`src/rtl/reg_pkg.sv`:
```
// Shared types for the register-file writeback arbiter.
package reg_pkg;

  localparam int XLEN       = 32;
  localparam int REG_ADDR_W = 5;

  typedef struct packed {
    logic [REG_ADDR_W-1:0] rd;
    logic [XLEN-1:0]       data;
  } wb_req_t;

  typedef enum logic {
    NORMAL = 1'b0,
    DRAIN  = 1'b1
  } arb_state_t;

endpackage

```
`src/rtl/wb_fifo.sv`:
```
// Small FIFO buffering long-latency writebacks. Every slot's rd and an
// occupancy bit are exported so the decode stage can check hazards
// against results that are still queued.
module wb_fifo
  import reg_pkg::*;
#(
  parameter int DEPTH = 2
) (
  input  logic                        clk_i,
  input  logic                        rst_n_i,
  input  logic                        i_push,
  input  wb_req_t                     i_push_req,
  input  logic                        i_pop,
  output wb_req_t                     o_head,
  output logic                        o_full,
  output logic                        o_empty,
  output logic [DEPTH-1:0]            o_ent_vld,
  output logic [DEPTH*REG_ADDR_W-1:0] o_ent_rd
);

  localparam int PW = (DEPTH > 1) ? $clog2(DEPTH) : 1;
  localparam int CW = PW + 1;
  localparam logic [CW-1:0] DEPTH_C = CW'(DEPTH);

  wb_req_t         r_mem [DEPTH];
  logic [DEPTH-1:0] r_vld;
  logic [PW-1:0]   r_wptr;
  logic [PW-1:0]   r_rptr;
  logic [CW-1:0]   r_cnt;

  logic w_push;
  logic w_pop;

  assign o_full  = (r_cnt == DEPTH_C);
  assign o_empty = (r_cnt == '0);
  assign w_push  = i_push & ~o_full;
  assign w_pop   = i_pop & ~o_empty;
  assign o_head  = r_mem[r_rptr];
  assign o_ent_vld = r_vld;

  // Flatten slot rd fields for the hazard comparators.
  always_comb begin
    o_ent_rd = '0;
    for (int i = 0; i < DEPTH; i++) begin
      o_ent_rd[i*REG_ADDR_W +: REG_ADDR_W] = r_mem[i].rd;
    end
  end

  // Storage, pointers and occupancy; pointers wrap at DEPTH (power of two).
  // A push and a pop never touch the same slot: that would need the FIFO
  // to be both empty (no pop) and full (no push).
  always_ff @(posedge clk_i or negedge rst_n_i) begin
    if (!rst_n_i) begin
      for (int i = 0; i < DEPTH; i++) begin
        r_mem[i] <= '0;
      end
      r_vld  <= '0;
      r_wptr <= '0;
      r_rptr <= '0;
      r_cnt  <= '0;
    end else begin
      if (w_push) begin
        r_mem[r_wptr] <= i_push_req;
        r_vld[r_wptr] <= 1'b1;
        r_wptr        <= r_wptr + PW'(1);
      end
      if (w_pop) begin
        r_vld[r_rptr] <= 1'b0;
        r_rptr        <= r_rptr + PW'(1);
      end
      case ({w_push, w_pop})
        2'b10:   r_cnt <= r_cnt + CW'(1);
        2'b01:   r_cnt <= r_cnt - CW'(1);
        default: r_cnt <= r_cnt;
      endcase
    end
  end

endmodule

```
`src/rtl/reg_wb_arbiter.sv`:
```
// Register-file writeback arbiter. Port A (pipeline) has priority; port B
// (long-latency unit) is always buffered in a FIFO and gets the write port
// when A is idle, or forcibly for one cycle after A has won STARVE_LIMIT
// times in a row while B was waiting.
//
//   state  | meaning
//   -------+---------------------------------------------------------
//   NORMAL | A accepted every cycle; FIFO head written when A is idle
//   DRAIN  | A stalled; FIFO head written, then back to NORMAL
module reg_wb_arbiter
  import reg_pkg::*;
#(
  parameter int FIFO_DEPTH   = 2,
  parameter int STARVE_LIMIT = 4
) (
  input  logic                  clk_i,
  input  logic                  rst_n_i,
  input  logic                  a_valid_i,
  input  logic [REG_ADDR_W-1:0] a_rd_i,
  input  logic [XLEN-1:0]       a_data_i,
  output logic                  a_ready_o,
  input  logic                  b_valid_i,
  input  logic [REG_ADDR_W-1:0] b_rd_i,
  input  logic [XLEN-1:0]       b_data_i,
  output logic                  b_ready_o,
  input  logic [REG_ADDR_W-1:0] rs1_i,
  input  logic [REG_ADDR_W-1:0] rs2_i,
  output logic                  hazard1_o,
  output logic                  hazard2_o,
  output logic                  wen_o,
  output logic [REG_ADDR_W-1:0] wrd_o,
  output logic [XLEN-1:0]       wdata_o
);

  localparam int SCW = (STARVE_LIMIT < 2) ? 1 : $clog2(STARVE_LIMIT + 1);
  localparam logic [SCW-1:0] LIMIT = SCW'(STARVE_LIMIT);

  arb_state_t r_state;
  arb_state_t w_state_nxt;
  logic [SCW-1:0] r_starve;
  logic [SCW-1:0] w_starve_nxt;

  logic                             w_full;
  logic                             w_empty;
  wb_req_t                          w_head;
  wb_req_t                          w_b_req;
  wb_req_t                          w_gnt_req;
  logic [FIFO_DEPTH-1:0]            w_ent_vld;
  logic [FIFO_DEPTH*REG_ADDR_W-1:0] w_ent_rd;
  logic                             w_a_fire;
  logic                             w_b_fire;
  logic                             w_pop;
  logic                             w_grant;
  logic                             w_hz1;
  logic                             w_hz2;

  logic                  r_wen;
  logic [REG_ADDR_W-1:0] r_wrd;
  logic [XLEN-1:0]       r_wdata;

  // Readies are forced low while reset is held.
  assign a_ready_o = rst_n_i & (r_state == NORMAL);
  assign b_ready_o = rst_n_i & ~w_full;
  assign w_a_fire  = a_valid_i & a_ready_o;
  assign w_b_fire  = b_valid_i & b_ready_o;
  assign w_b_req   = '{rd: b_rd_i, data: b_data_i};

  wb_fifo #(
    .DEPTH (FIFO_DEPTH)
  ) u_fifo (
    .clk_i      (clk_i),
    .rst_n_i    (rst_n_i),
    .i_push     (w_b_fire),
    .i_push_req (w_b_req),
    .i_pop      (w_pop),
    .o_head     (w_head),
    .o_full     (w_full),
    .o_empty    (w_empty),
    .o_ent_vld  (w_ent_vld),
    .o_ent_rd   (w_ent_rd)
  );

  // FSM state and starve counter registers.
  always_ff @(posedge clk_i or negedge rst_n_i) begin
    if (!rst_n_i) begin
      r_state  <= NORMAL;
      r_starve <= '0;
    end else begin
      r_state  <= w_state_nxt;
      r_starve <= w_starve_nxt;
    end
  end

  // Grant decision, starve counting and next state. DRAIN is left on the
  // pop it exists for; the empty check only guards against a stuck state.
  always_comb begin
    w_state_nxt  = r_state;
    w_pop        = 1'b0;
    w_starve_nxt = r_starve;

    case (r_state)
      NORMAL: w_pop = ~a_valid_i & ~w_empty;
      DRAIN:  w_pop = ~w_empty;
    endcase

    if (w_pop || w_empty) begin
      w_starve_nxt = '0;
    end else if (w_a_fire && (r_starve != LIMIT)) begin
      w_starve_nxt = r_starve + SCW'(1);
    end

    case (r_state)
      NORMAL: if (w_a_fire && !w_empty && (w_starve_nxt == LIMIT)) w_state_nxt = DRAIN;
      DRAIN:  if (w_pop || w_empty) w_state_nxt = NORMAL;
    endcase
  end

  // A and a FIFO pop are mutually exclusive, so at most one grant per cycle.
  assign w_grant   = w_a_fire | w_pop;
  assign w_gnt_req = w_a_fire ? '{rd: a_rd_i, data: a_data_i} : w_head;

  // Register the granted write; rd 0 is a discarded write, addr/data hold idle.
  always_ff @(posedge clk_i or negedge rst_n_i) begin
    if (!rst_n_i) begin
      r_wen   <= 1'b0;
      r_wrd   <= '0;
      r_wdata <= '0;
    end else begin
      r_wen <= w_grant & (w_gnt_req.rd != '0);
      if (w_grant) begin
        r_wrd   <= w_gnt_req.rd;
        r_wdata <= w_gnt_req.data;
      end
    end
  end

  assign wen_o   = r_wen;
  assign wrd_o   = r_wrd;
  assign wdata_o = r_wdata;

  // Source hazard: match against queued entries or the write in flight.
  always_comb begin
    w_hz1 = r_wen & (r_wrd == rs1_i);
    w_hz2 = r_wen & (r_wrd == rs2_i);
    for (int i = 0; i < FIFO_DEPTH; i++) begin
      if (w_ent_vld[i] && (w_ent_rd[i*REG_ADDR_W +: REG_ADDR_W] == rs1_i)) w_hz1 = 1'b1;
      if (w_ent_vld[i] && (w_ent_rd[i*REG_ADDR_W +: REG_ADDR_W] == rs2_i)) w_hz2 = 1'b1;
    end
  end

  assign hazard1_o = w_hz1 & (rs1_i != '0);
  assign hazard2_o = w_hz2 & (rs2_i != '0);

endmodule

```
`config.mk`:
```
export PLATFORM = sky130hd
export DESIGN_NAME = reg_wb_arbiter
export DESIGN_NICKNAME = d
export VERILOG_FILES = /design/src/rtl/reg_pkg.sv /design/src/rtl/wb_fifo.sv /design/src/rtl/reg_wb_arbiter.sv
export SDC_FILE = /design/constraint.sdc
export NUM_CORES = 1
export LEC_CHECK = 0
export CAP_MARGIN = 30
export CORE_ASPECT_RATIO = 1.25
export CORE_MARGIN = 5
export CORE_UTILIZATION = 40
export DETAILED_ROUTE_END_ITERATION = 8
export GPL_TIMING_DRIVEN = 0
export PLACE_DENSITY = 0.66
export SKIP_LAST_GASP = 1
export SLEW_MARGIN = 20
export SYNTH_ARGS = -nofsm -noshare
export SYNTH_HDL_FRONTEND = slang
export SYNTH_HIERARCHICAL = 1
export SYNTH_SLANG_ARGS = --single-unit
```
`constraint.sdc`:
```
create_clock -name clk_i -period 3.6 [get_ports clk_i]
set_input_delay 0.9 -clock clk_i [delete_from_list [all_inputs] [get_ports clk_i]]
set_output_delay 0.9 -clock clk_i [all_outputs]
set_load 0.02 [all_outputs]
```
**Word-level counts from Yosys, hierarchy flattened**

Cells that the tools add are included.
W data, S select, Z words.

- Memory bits (writable): 0
- Input port bits: 88
- Bits in latches: 0
- Register bits: 122
- Memories kept: 0
- Memory bits (read-only): 0
- Output and inout bits: 42

- Eq/ne operators: 11
- Div/mod/pow operators: 0
- Add/subtract/negate cells: 5
- $mul: 0
- Reduce and logical (&&, ||, !) cells: 17
- Shift-type cells: 0
- Bitwise gates (word level): 22
- Order comparisons: 7
- Mux-type cells: 24

Operators with widths:

| kind | count |
|---|---|
| $mux W37 | 5 |
| $bwmux W74 | 1 |
| $demux W37 S1 | 1 |
| $eq A5 B5 Y1 | 6 |
| $reduce_bool A5 Y1 | 3 |
| $and A1 B1 Y1 | 12 |
| $logic_and A1 B1 Y1 | 10 |
| $mux W1 | 8 |
| $mux W3 | 2 |
| $eq A2 B2 Y1 const B | 2 |
| $ge A2 B2 Y1 const B | 2 |
| $lt A1 B2 Y1 const B | 2 |
| $mux W2 | 2 |
| $not A1 Y1 | 4 |
| $not A1 Y2 | 2 |
| $pmux W1 S2 | 2 |
| $pmux W2 S2 | 1 |
| $add A3 B1 Y3 const B | 1 |
| $eq A3 B3 Y1 const B | 1 |
| $ne A3 B3 Y1 const B | 1 |
| $add A1 B1 Y1 const B | 2 |
| $add A2 B1 Y2 const B | 1 |
| $and A2 B2 Y2 | 1 |
| $demux W1 S1 | 2 |
| other kinds (11) | 12 |

**Logic depth before layout (Yosys ltp)**

Gate-level depths: netlist (run 1).

- Depth in word-level cells: 10
- Mapped depth: 10
- Depth with buffers taken out: 9

**Hierarchy**

Netlist (run 1), hierarchy kept.

Modules (own cells, without submodules):

| module | instances | area each (µm²) | cells an instance |
|---|---|---|---|
| wb_fifo | 1 | 3,598.5 | 230 |
| reg_wb_arbiter | 1 | 2,396.0 | 244 |

**Worst setup path before layout (run 1)**

OpenSTA, ideal clock, no wires.

- Path kind: input-to-output
- Start point: in rs1_i[2]
- End point: out hazard1_o
- Stages: 4
- Data arrival time: 1,777 ps
- Slack: 923 ps
- Buffers on the path: 0
- Path through: xor2_1 > nor4_1 > a32oi_1 > a21oi_1

- Longest elaborated chain between the ends: 5
- Elaborated cells on any way between the ends: 10
- Those cells by class: eq/ne (3); mux (2); bitwise (2); reduce/logical (3)

Ends and longest elaborated chain:

| item | RTL line | RTL |
|---|---|---|
| start: declaration | reg_wb_arbiter.sv:26 | `input logic [REG_ADDR_W-1:0] rs1_i,` |
| $eq A5 B5 Y1, on equally long branches | reg_wb_arbiter.sv:143, reg_wb_arbiter.sv:146 |  |
| $and A1 B1 Y1 / $logic_and A1 B1 Y1 (equally long branches) | reg_wb_arbiter.sv:143, reg_wb_arbiter.sv:146 |  |
| $mux W1 (2 in series) | reg_wb_arbiter.sv:146 | `if (w_ent_vld[i] && (w_ent_rd[i*REG_ADDR_W +: REG_ADDR_W] == rs1_i)) w_hz1 = 1'b1;` |
| $and A1 B1 Y1 (*) | reg_wb_arbiter.sv:151 | `assign hazard1_o = w_hz1 & (rs1_i != '0);` |
| end: declaration | reg_wb_arbiter.sv:28 | `output logic hazard1_o,` |

Mark *: on every way between the ends. The rest lies on a longest branch, timed or not.

**Final worst setup path (run 1)**

Ends and elaborated chain as after synthesis.

==> results of run 1 <==
[layer usage]
metal	up-vias	track usage [%]	part of all wire, %	routed length, um
met5	-	0	0	0
met4	0	6.877	1.9	289
met3	18	3.851	3.7	580
met2	105	32.49	53	8137
met1	2087	21.56	42	6463
li1	1946	-	-	-
[logic make-up (layout without fill, tap and decap cells)]
family | count (synthesis) | count (layout) | synth area share, %
muxes | 148 | 148 | 27.66
and+or+nand+nor | 75 | 75 | 6.366
xor gates and xnor gates | 37 | 37 | 5.406
adders and majority gates | 3 | 3 | 0.6262
buffers and inverters | 39 | 201 | 4.529
DFF | 122 | 122 | 50.93
AOI/OAI and AO/OA | 50 | 50 | 4.488
[synthesized netlist by cell type (all sizes together) (4+ instances only)]
cell type    n
nand2       39
o21ai       41
buf         30
a21oi        5
mux2       111
mux2i       37
nor2         8
xnor2       12
dfrtp      122
and2         4
xor2        25
clkbuf       4
or4          4
inv          5
nor4         6
[power by group through the flow]
stage | Sequential (W) | Combinational [W] | Clock (W)
finish | 0.00245 | 0.00293 | 0.00154
CTS | 0.00246 | 0.00298 | 0.00157
global route | 0.00254 | 0.00317 | 0.00165
detailed placement | 0.00247 | 0.00294 | 0
global placement | 0.00243 | 0.00288 | 0
floorplan | 0.00261 | 0.00172 | 0
[critical path, cell delays in order]
cell	delay, ns
clkdlybuf4s50_1	0.52
xor2_1	0.23
nor4_2	0.35
a32oi_1	0.15
a21oi_1	0.13
dlygate4sd2_1	0.35
[layout make-up]
| type | count | area, um^2 |
|---|---|---|
| sequential | 122 | 3053 |
| clock inverter | 13 | 105.1 |
| timing repair buffer | 130 | 1323 |
| multi-input combinational | 313 | 2701 |
| fill | 1339 | 6713 |
| buffer | 34 | 252.7 |
| clock buffer | 19 | 432.9 |
| tap | 182 | 227.7 |
| inverter | 5 | 18.77 |
[flip-flops by register name (all words and copies together), names as in the netlist, 2 cells and up]
register,flops
r_starve,3
u_fifo/o_ent_rd,10
u_fifo/o_ent_vld,2
u_fifo/r_cnt,2
u_fifo/r_mem,64
wdata_o,32
wrd_o,5
[path summary, 6_finish.rpt]
kind,end,slack (ns),depth (start not counted),startpoint
max,hazard1_o,0.08,6,rs1_i[2]
min,u_fifo/r_mem[27]$_DFFE_PN0P_,0.38,1,rst_n_i
max reg2reg,wen_o$_DFF_PN0_,1.28,5,u_fifo/r_rptr$_DFFE_PN0N_
min reg2reg,u_fifo/r_mem[13]$_DFFE_PN0P_,0.48,1,u_fifo/r_mem[13]$_DFFE_PN0P_
max in group asynchronous,u_fifo/r_wptr$_DFFE_PN0N_,2.59,2,rst_n_i
min in group clk_i,u_fifo/r_mem[13]$_DFFE_PN0P_,0.48,1,u_fifo/r_mem[13]$_DFFE_PN0P_
[timing repair]
| item | in CTS | in global routing |
|---|---|---|
| gates resized for setup | 6 | 6 |
| setup endpoints to repair | 2 | 3 |
| pin swaps | 0 | 0 |
[metrics by stage]
| stage | TNS, ns | instance area, um^2 | worst slack, ns | instances | util (%) |
|---|---|---|---|---|---|
| after floorplan | 0 | 5995 | 0.9230 | 474 | - |
| after CTS | 0 | 8103 | 0.01027 | 818 | 54.65 |
| after global placement | -793.42 | 7513 | -3.794 | 785 | 50.68 |
| after global routing | 0 | 8114 | 0.0005196 | 818 | 54.73 |
| final | 0 | 8114 | 0.07528 | 818 | 54.73 |
| after detailed placement | -0.6452 | 7542 | -0.3295 | 786 | 50.87 |
==> key figures, run 1 <==
Critical path
  • Max Fanout on Critical Path: 4
  • CP Capture Type: output pin
  • CP Class: input pin to output pin
  • Crit path launch type: input pin
  • CP arrival: 2.62 ns
  • Worst EP required: 2.70 ns

Yosys
  • Synth area leaders: dfrtp_1 (51%), mux2_2 (16%), mux2i_1 (6.2%)
  • Most used DFF post-synth: dfrtp_1
  • Mapped Area: 5994 um^2
  • YS warnings: 6
  • Asr flop ratio synth: 100.0%
  • Top-area cell type share of the netlist area: 50.93%
  • Synthesized area per cell: 12.65 um^2
  • Syn_nets: 565
  • Unique masters post-synth: 39
  • Synth area leader: dfrtp_1
  • Post-synthesis sequential area ratio: 50.93%
  • Flop and latch count out of synthesis: 122
  • Gate Count Post-Synth: 474
  • Number of flops mapped to enable cells by yosys: 0

Clock network
  • Reg clk slew, reported paths: 0.06 ns
  • CTS Hold Bufs: 0
  • Skew-Pair Late Insertion Delay: 0.40 ns
  • CTS Buf Count: 17
  • Clock sinks: 122
  • Longest Clk Path Bufs: 2
  • Htree depth: 4
  • CTS tree: yes
  • Post-CTS setup buffers: 0
  • Root buf cell: clkbuf_16

STA
  • Slew Viols, Final: 0
  • FMAX: 283.7 MHz
  • Final critical-path share of the clock period: 97.91%
  • Period minus WS final: 3.525 ns
  • Unrepaired setup endpoints after global routing: no
  • Endpoints failing setup: 0
  • Max-slew headroom: 43.41%
  • Fin. Hold Viols: 0
  • Worst Skew: 0.009897 ns
  • Slew at the pin closest to its max-slew limit: 0.8488 ns
  • Hold WS: 0.3763 ns

Floorplan
  • I/O pins: 130
  • Row count: 50
  • Die Y: 146.9 um
  • Die ar.: 17550 um^2
  • Core area: 14830 um^2
  • Initial Utilization: 40.43%
  • Die width: 119.5 um

Pwr
  • Internal: 0.004614 W
  • Clock power share: 22.2%
  • Power density cells: 852.7 nW/um^2
  • Sw Ratio: 33.32%
  • Comb pwr share: 42.4%
  • Register share of total power: 35.4%
  • LEAKAGE: 3.444 nW
  • P_sw: 0.002305 W
  • Power Total: 0.006919 W
  • Max IR drop VDD: 0.4125 mV

Global routing
  • Global Route Usage Sum: 18.26%
  • First-pass GRT wire length: 25290 um
  • Overflow left after global routing: 0
  • Largest net degree at the start of global routing: 68
  • Initial antenna violation count: 0
  • Vias in the first global route: 4832

Finish
  • Commonest non-fill, non-tap cell in the layout: clkdlybuf4s50_1
  • # diodes: 0
  • Area Growth Syn to Fin: 35.36%
  • Share of cells above drive strength 1: 26.26%
  • Most frequent cells in the layout: clkdlybuf4s50_1 (126), dfrtp_1 (122), mux2_2 (86), nand2_1 (39), mux2i_1 (37)
  • Fin nets: 714

Detailed routing
  • DRC: 0
  • Post-DR wirelength/cell: 18.91 um
  • Initial DRC Count: 137
  • Total wire length: 15470 um
  • Via count: 4156
  • DR pass1 iterations: 6
  • Vias per inst: 5.081
  • DRT antenna net count: 0

Outcome
  • Status: finished, final reports clean

Placement
  • Port Buf Inserts: 129
  • DP HPWL: 11490 um
  • Placer congestion estimate: 0.7916

Flow run
  • Max cap viols: 0

Worst hold path
  • Worst Hold Class: input pin to asynchronous set/reset pin
No activity file was read; power rests on OpenSTA's default activity.
==> run 2: changes to the inputs <==
- ABC_CLOCK_PERIOD_IN_PS: unset -> 3600
- MAX_ROUTING_LAYER: unset -> met4
==> key figures, run 2 (synthesis gave the netlist of run 1 again) <==
Outcome
  • Status: finished, final reports clean

Global routing
  • Overflow left after global routing: 0
  • Global Route Usage Sum: 18.51%
  • Largest net degree at the start of global routing: 73
  • Initial antenna violation count: 0
  • First-pass GRT wire length: 25000 um
  • Vias in the first global route: 4728

Clock network
  • Clock sinks: 122
  • Longest Clk Path Bufs: 2
  • Post-CTS setup buffers: 0
  • Reg clk slew, reported paths: 0.05 ns
  • Root buf cell: clkbuf_16
  • CTS Hold Bufs: 0
  • CTS Buf Count: 17
  • CTS tree: yes
  • Skew-Pair Late Insertion Delay: 0.40 ns
  • Htree depth: 4

Finish
  • Fin nets: 714
  • Commonest non-fill, non-tap cell in the layout: clkdlybuf4s50_1
  • Finished Layout Cells: 816
  • Share of cells above drive strength 1: 26.03%
  • Largest Register: u_fifo/r_mem
  • Max reg flops: 64
  • Area Growth Syn to Fin: 36.36%
  • # diodes: 0
  • Most frequent cells in the layout: clkdlybuf4s50_1 (126), dfrtp_1 (122), mux2_2 (86), nand2_1 (39), mux2i_1 (37)

Critical path
  • Critical-path top delay cell: clkdlybuf4s50_1
  • Crit-path leading delay family: buffers and inverters
  • Crit path launch type: input pin
  • R2r startpoint: u_fifo/r_rptr$_DFFE_PN0N_
  • CP bufs+invs: 2
  • CP Capture Type: output pin
  • CP Class: input pin to output pin
  • CP cell instances: clkdlybuf4s50_1, xor2_1, nor4_2, nand3_1, a21oi_1, dlygate4sd2_1
  • CP arrival: 2.56 ns
  • Largest stage delay on the critical path: 0.51 ns
  • Max Fanout on Critical Path: 4
  • Worst EP required: 2.70 ns
  • Crit path from: rs2_i[0]

STA
  • Endpoints failing setup: 0
  • Max-slew headroom: 41.04%
  • Setup TNS: 0 ns
  • FMAX: 288.8 MHz
  • Unrepaired setup endpoints after global routing: no
  • Final critical-path share of the clock period: 96.19%
  • Slew Viols, Final: 0
  • Fin. Hold Viols: 0
  • Worst Skew: 0.01071 ns
  • Period minus WS final: 3.463 ns
  • Slew at the pin closest to its max-slew limit: 0.8845 ns

Detailed routing
  • Initial DRC Count: 128
  • DRC: 0
  • Total wire length: 15160 um
  • Post-DR wirelength/cell: 18.58 um
  • DR pass1 iterations: 4
  • Vias per inst: 5.099
  • DRT antenna net count: 0
  • Via count: 4161

Worst hold path
  • Worst Hold Class: input pin to asynchronous set/reset pin

Pwr
  • Max IR drop VDD: 0.3738 mV
  • Power Total: 0.007090 W
  • LEAKAGE: 3.471 nW
  • Power density cells: 867.3 nW/um^2

Floorplan
  • I/O pins: 130
  • Initial Utilization: 40.43%
  • Die Y: 146.9 um
  • Row count: 50
  • Core area: 14830 um^2
  • Die width: 119.5 um
  • Die ar.: 17550 um^2

Placement
  • Placed Instances: 786
  • DP HPWL: 11370 um
  • Port Buf Inserts: 129
  • Placer congestion estimate: 0.7931

Flow run
  • Max cap viols: 0
## run 2: repair_timing
item                                   4_1_cts  5_1_grt
endpoints found under the hold margin        0        0
cloned                                       0        0
gates resized for setup                      5        6
setup endpoints to repair                    2        4
## run 2: path summary, 6_finish.rpt
kind                                                end  slack, ns  cells after the start
min in group clk_i         u_fifo/r_mem[64]$_DFFE_PN0P_       0.49                      1
min                        u_fifo/r_mem[28]$_DFFE_PN0P_       0.41                      1
max                                           hazard2_o       0.14                      6
min reg2reg                u_fifo/r_mem[64]$_DFFE_PN0P_       0.49                      1
max reg2reg                             wen_o$_DFF_PN0_       1.26                      5
max in group asynchronous  u_fifo/r_mem[38]$_DFFE_PN0P_       2.49                      2
## run 2: metrics by stage
step	instance area, um^2	util (%)	setup slack, ns	hold WS [ns]
final	8174	55.13	0.1370	0.4108
after detailed placement	7542	50.87	-0.3170	0.4739
after floorplan	5995	-	0.9230	0.4522
after global routing	8174	55.13	0.01004	0.4373
after CTS	8162	55.05	0.01821	0.4711
after global placement	7513	50.68	-3.810	0.4624
## run 2: cell type report
cell class                 count  area (um^2)
timing repair buffer         130         1318
buffer                        34        252.7
inverter                       5        18.77
fill                        1344         6653
multi-input combinational    313         2701
sequential                   122         3053
clock buffer                  23        488.0
clock inverter                 7        115.1
tap                          182        227.7
## run 2: per-layer routing
| metal | global-route usage [%] | wire length (um) | vias to the layer above |
|---|---|---|---|
| met3 | 3.581 | 444 | 12 |
| met5 | - | 0 | - |
| met2 | 32.18 | 7914 | 93 |
| li1 | - | - | 1956 |
| met4 | 4.871 | 129 | 0 |
| met1 | 22.04 | 6673 | 2100 |
## run 2: report_power, final
group,switching [W],internal [W],total (W)
Sequential,0.000407,0.00204,0.00245
Clock,0.000567,0.00115,0.00172
Combinational,0.00129,0.00163,0.00292
Total,0.00226,0.00483,0.00709
==> run 3: changes to the inputs <==
--- a/config.mk
+++ b/config.mk
@@ -12,2 +12,3 @@
 export CORE_UTILIZATION = 40
+export CTS_CLUSTER_DIAMETER = 200
 export DETAILED_ROUTE_END_ITERATION = 8
==> constraint.sdc (replaced) <==
create_clock -name clk_i -period 3.6 [get_ports clk_i]
set_input_delay 0.54 -clock clk_i [delete_from_list [all_inputs] [get_ports clk_i]]
set_output_delay 0.54 -clock clk_i [all_outputs]
set_load 0.02 [all_outputs]
==> key figures, run 3 (synthesis gave the netlist of run 1 again) <==
Clock network
  • CTS Buf Count: 17
  • Root buf cell: clkbuf_16
  • Resized Gates After CTS: 0
  • Longest Clk Path Bufs: 2
  • Post-CTS setup buffers: 0
  • Reg clk slew, reported paths: 0.05 ns
  • Clock sinks: 122
  • CTS Hold Bufs: 0
  • Skew-Pair Late Insertion Delay: 0.40 ns
  • CTS tree: yes
  • Htree depth: 4

Critical path
  • R2R Setup Slk: 1.26 ns
  • Crit path launch type: input pin
  • Worst r2r dst: wen_o$_DFF_PN0_
  • Worst EP required: 3.06 ns
  • R2r worst-path depth: 5
  • CP Class: input pin to output pin
  • R2r startpoint: u_fifo/r_rptr$_DFFE_PN0N_
  • CP Capture Type: output pin
  • CP arrival: 2.65 ns
  • Max Fanout on Critical Path: 4
  • Crit path from: rs1_i[2]
  • CP Capture Point: hazard1_o

Floorplan
  • Die width: 119.5 um
  • Die ar.: 17550 um^2
  • Core area: 14830 um^2
  • Initial Utilization: 40.43%
  • Row count: 50
  • I/O pins: 130
  • Die Y: 146.9 um

Finish
  • Final instance area: 8145 um^2
  • # diodes: 0
  • Commonest non-fill, non-tap cell in the layout: clkdlybuf4s50_1
  • Finished Layout Cells: 816
  • Fillers: 1342
  • Largest Register: u_fifo/r_mem
  • Fin nets: 714
  • Max reg flops: 64
  • Share of cells above drive strength 1: 25.08%
  • Most frequent cells in the layout: clkdlybuf4s50_1 (128), dfrtp_1 (122), mux2_2 (86), nand2_1 (39), mux2i_1 (37)
  • Area Growth Syn to Fin: 35.88%
  • Final Util: 54.94%

Placement
  • DP HPWL: 11370 um
  • Port Buf Inserts: 129
  • Placer congestion estimate: 0.7931
  • Placed Instances: 786
  • DP Area: 7542 um^2

Detailed routing
  • DRT antenna net count: 0
  • DRC: 0
  • Total wire length: 15130 um
  • Post-DR wirelength/cell: 18.54 um
  • DR pass1 iterations: 4
  • Via count: 4152
  • Vias per inst: 5.088
  • Initial DRC Count: 118

STA
  • FMAX: 313.7 MHz
  • Worst Skew: 0.007605 ns
  • Period minus WS final: 3.188 ns
  • Slew at the pin closest to its max-slew limit: 0.8800 ns
  • Final critical-path share of the clock period: 88.55%
  • Unrepaired setup endpoints after global routing: no
  • Slew Viols, Final: 0
  • Endpoints failing setup: 0
  • Fin. Hold Viols: 0
  • Max-slew headroom: 41.33%

Global routing
  • Overflow left after global routing: 0
  • Vias in the first global route: 4722
  • Global Route Usage Sum: 18.50%
  • Largest net degree at the start of global routing: 73
  • First-pass GRT wire length: 24970 um
  • Initial antenna violation count: 0

Outcome
  • Status: finished, final reports clean

Flow run
  • Max cap viols: 0

Pwr
  • LEAKAGE: 3.462 nW
  • Max IR drop VDD: 0.3734 mV
  • Power density cells: 866.8 nW/um^2

Worst hold path
  • Worst Hold Class: input pin to asynchronous set/reset pin
## run 3: cell types whose count changed in the layout (fill, tap and decap cells not counted), sizes merged
| cell | change |
|---|---|
| dlygate4sd2 | -1 |
| clkdlybuf4s50 | +2 |
| clkbuf | -1 |
## run 3: critical path, cell delays in order
cell             delay [ns]
clkdlybuf4s50_1        0.52
xor2_1                 0.22
nor4_1                 0.41
a32oi_1                0.17
a21oi_1                0.16
clkdlybuf4s50_1        0.63
## run 3: worst min-delay path by stage
| stage | from | to | slack [ns] | cells after the start |
|---|---|---|---|---|
| after floorplan | rst_n_i | r_starve[0]$_DFF_PN0_ | 0.24 | 0 |
| after global placement | u_fifo/r_mem[16]$_DFFE_PN0P_ | u_fifo/r_mem[16]$_DFFE_PN0P_ | 0.46 | 1 |
| after detailed placement | u_fifo/r_mem[13]$_DFFE_PN0P_ | u_fifo/r_mem[13]$_DFFE_PN0P_ | 0.47 | 1 |
| after CTS | rst_n_i | u_fifo/r_mem[28]$_DFFE_PN0P_ | 0.11 | 1 |
| after global routing | rst_n_i | u_fifo/r_mem[28]$_DFFE_PN0P_ | 0.13 | 1 |
| final | rst_n_i | u_fifo/r_mem[28]$_DFFE_PN0P_ | 0.09 | 1 |
## run 3: layout make-up
type	count	area (um^2)	area share, %
multi-input combinational	313	2670	32.78
timing repair buffer	130	1320	16.21
sequential	122	3053	37.48
buffer	34	252.7	3.103
inverter	5	18.77	0.2304
clock inverter	7	115.1	1.413
tap	182	227.7	2.796
clock buffer	23	488.0	5.991
## run 3: per-layer routing
| metal | global-route usage (%) | wire length (um) | vias up | share of wire [%] |
|---|---|---|---|---|
| li1 | - | - | 1953 | - |
| met1 | 22.02 | 6601 | 2089 | 44 |
| met2 | 32.15 | 7875 | 96 | 52 |
| met3 | 3.581 | 494 | 14 | 3.3 |
| met4 | 4.871 | 155 | 0 | 1.0 |
| met5 | - | 0 | - | 0 |
## run 3: per-stage QoR
| stage | setup WS, ns | hold WS (ns) | setup TNS (ns) | total power, W |
|---|---|---|---|---|
| after detailed placement | 0.4030 | 0.4739 | 0 | 0.005400 |
| after floorplan | 1.533 | 0.2444 | 0 | 0.004329 |
| final | 0.4121 | 0.09182 | 0 | 0.007060 |
| after global routing | 0.2700 | 0.1327 | 0 | 0.007497 |
| after CTS | 0.3969 | 0.1111 | 0 | 0.007152 |
| after global placement | -3.179 | 0.4624 | -709.53 | 0.005305 |
## run 3: report_power, final
group          switching, W  internal (W)
Combinational       0.00127       0.00163
Sequential         0.000406       0.00204
Clock              0.000567       0.00115
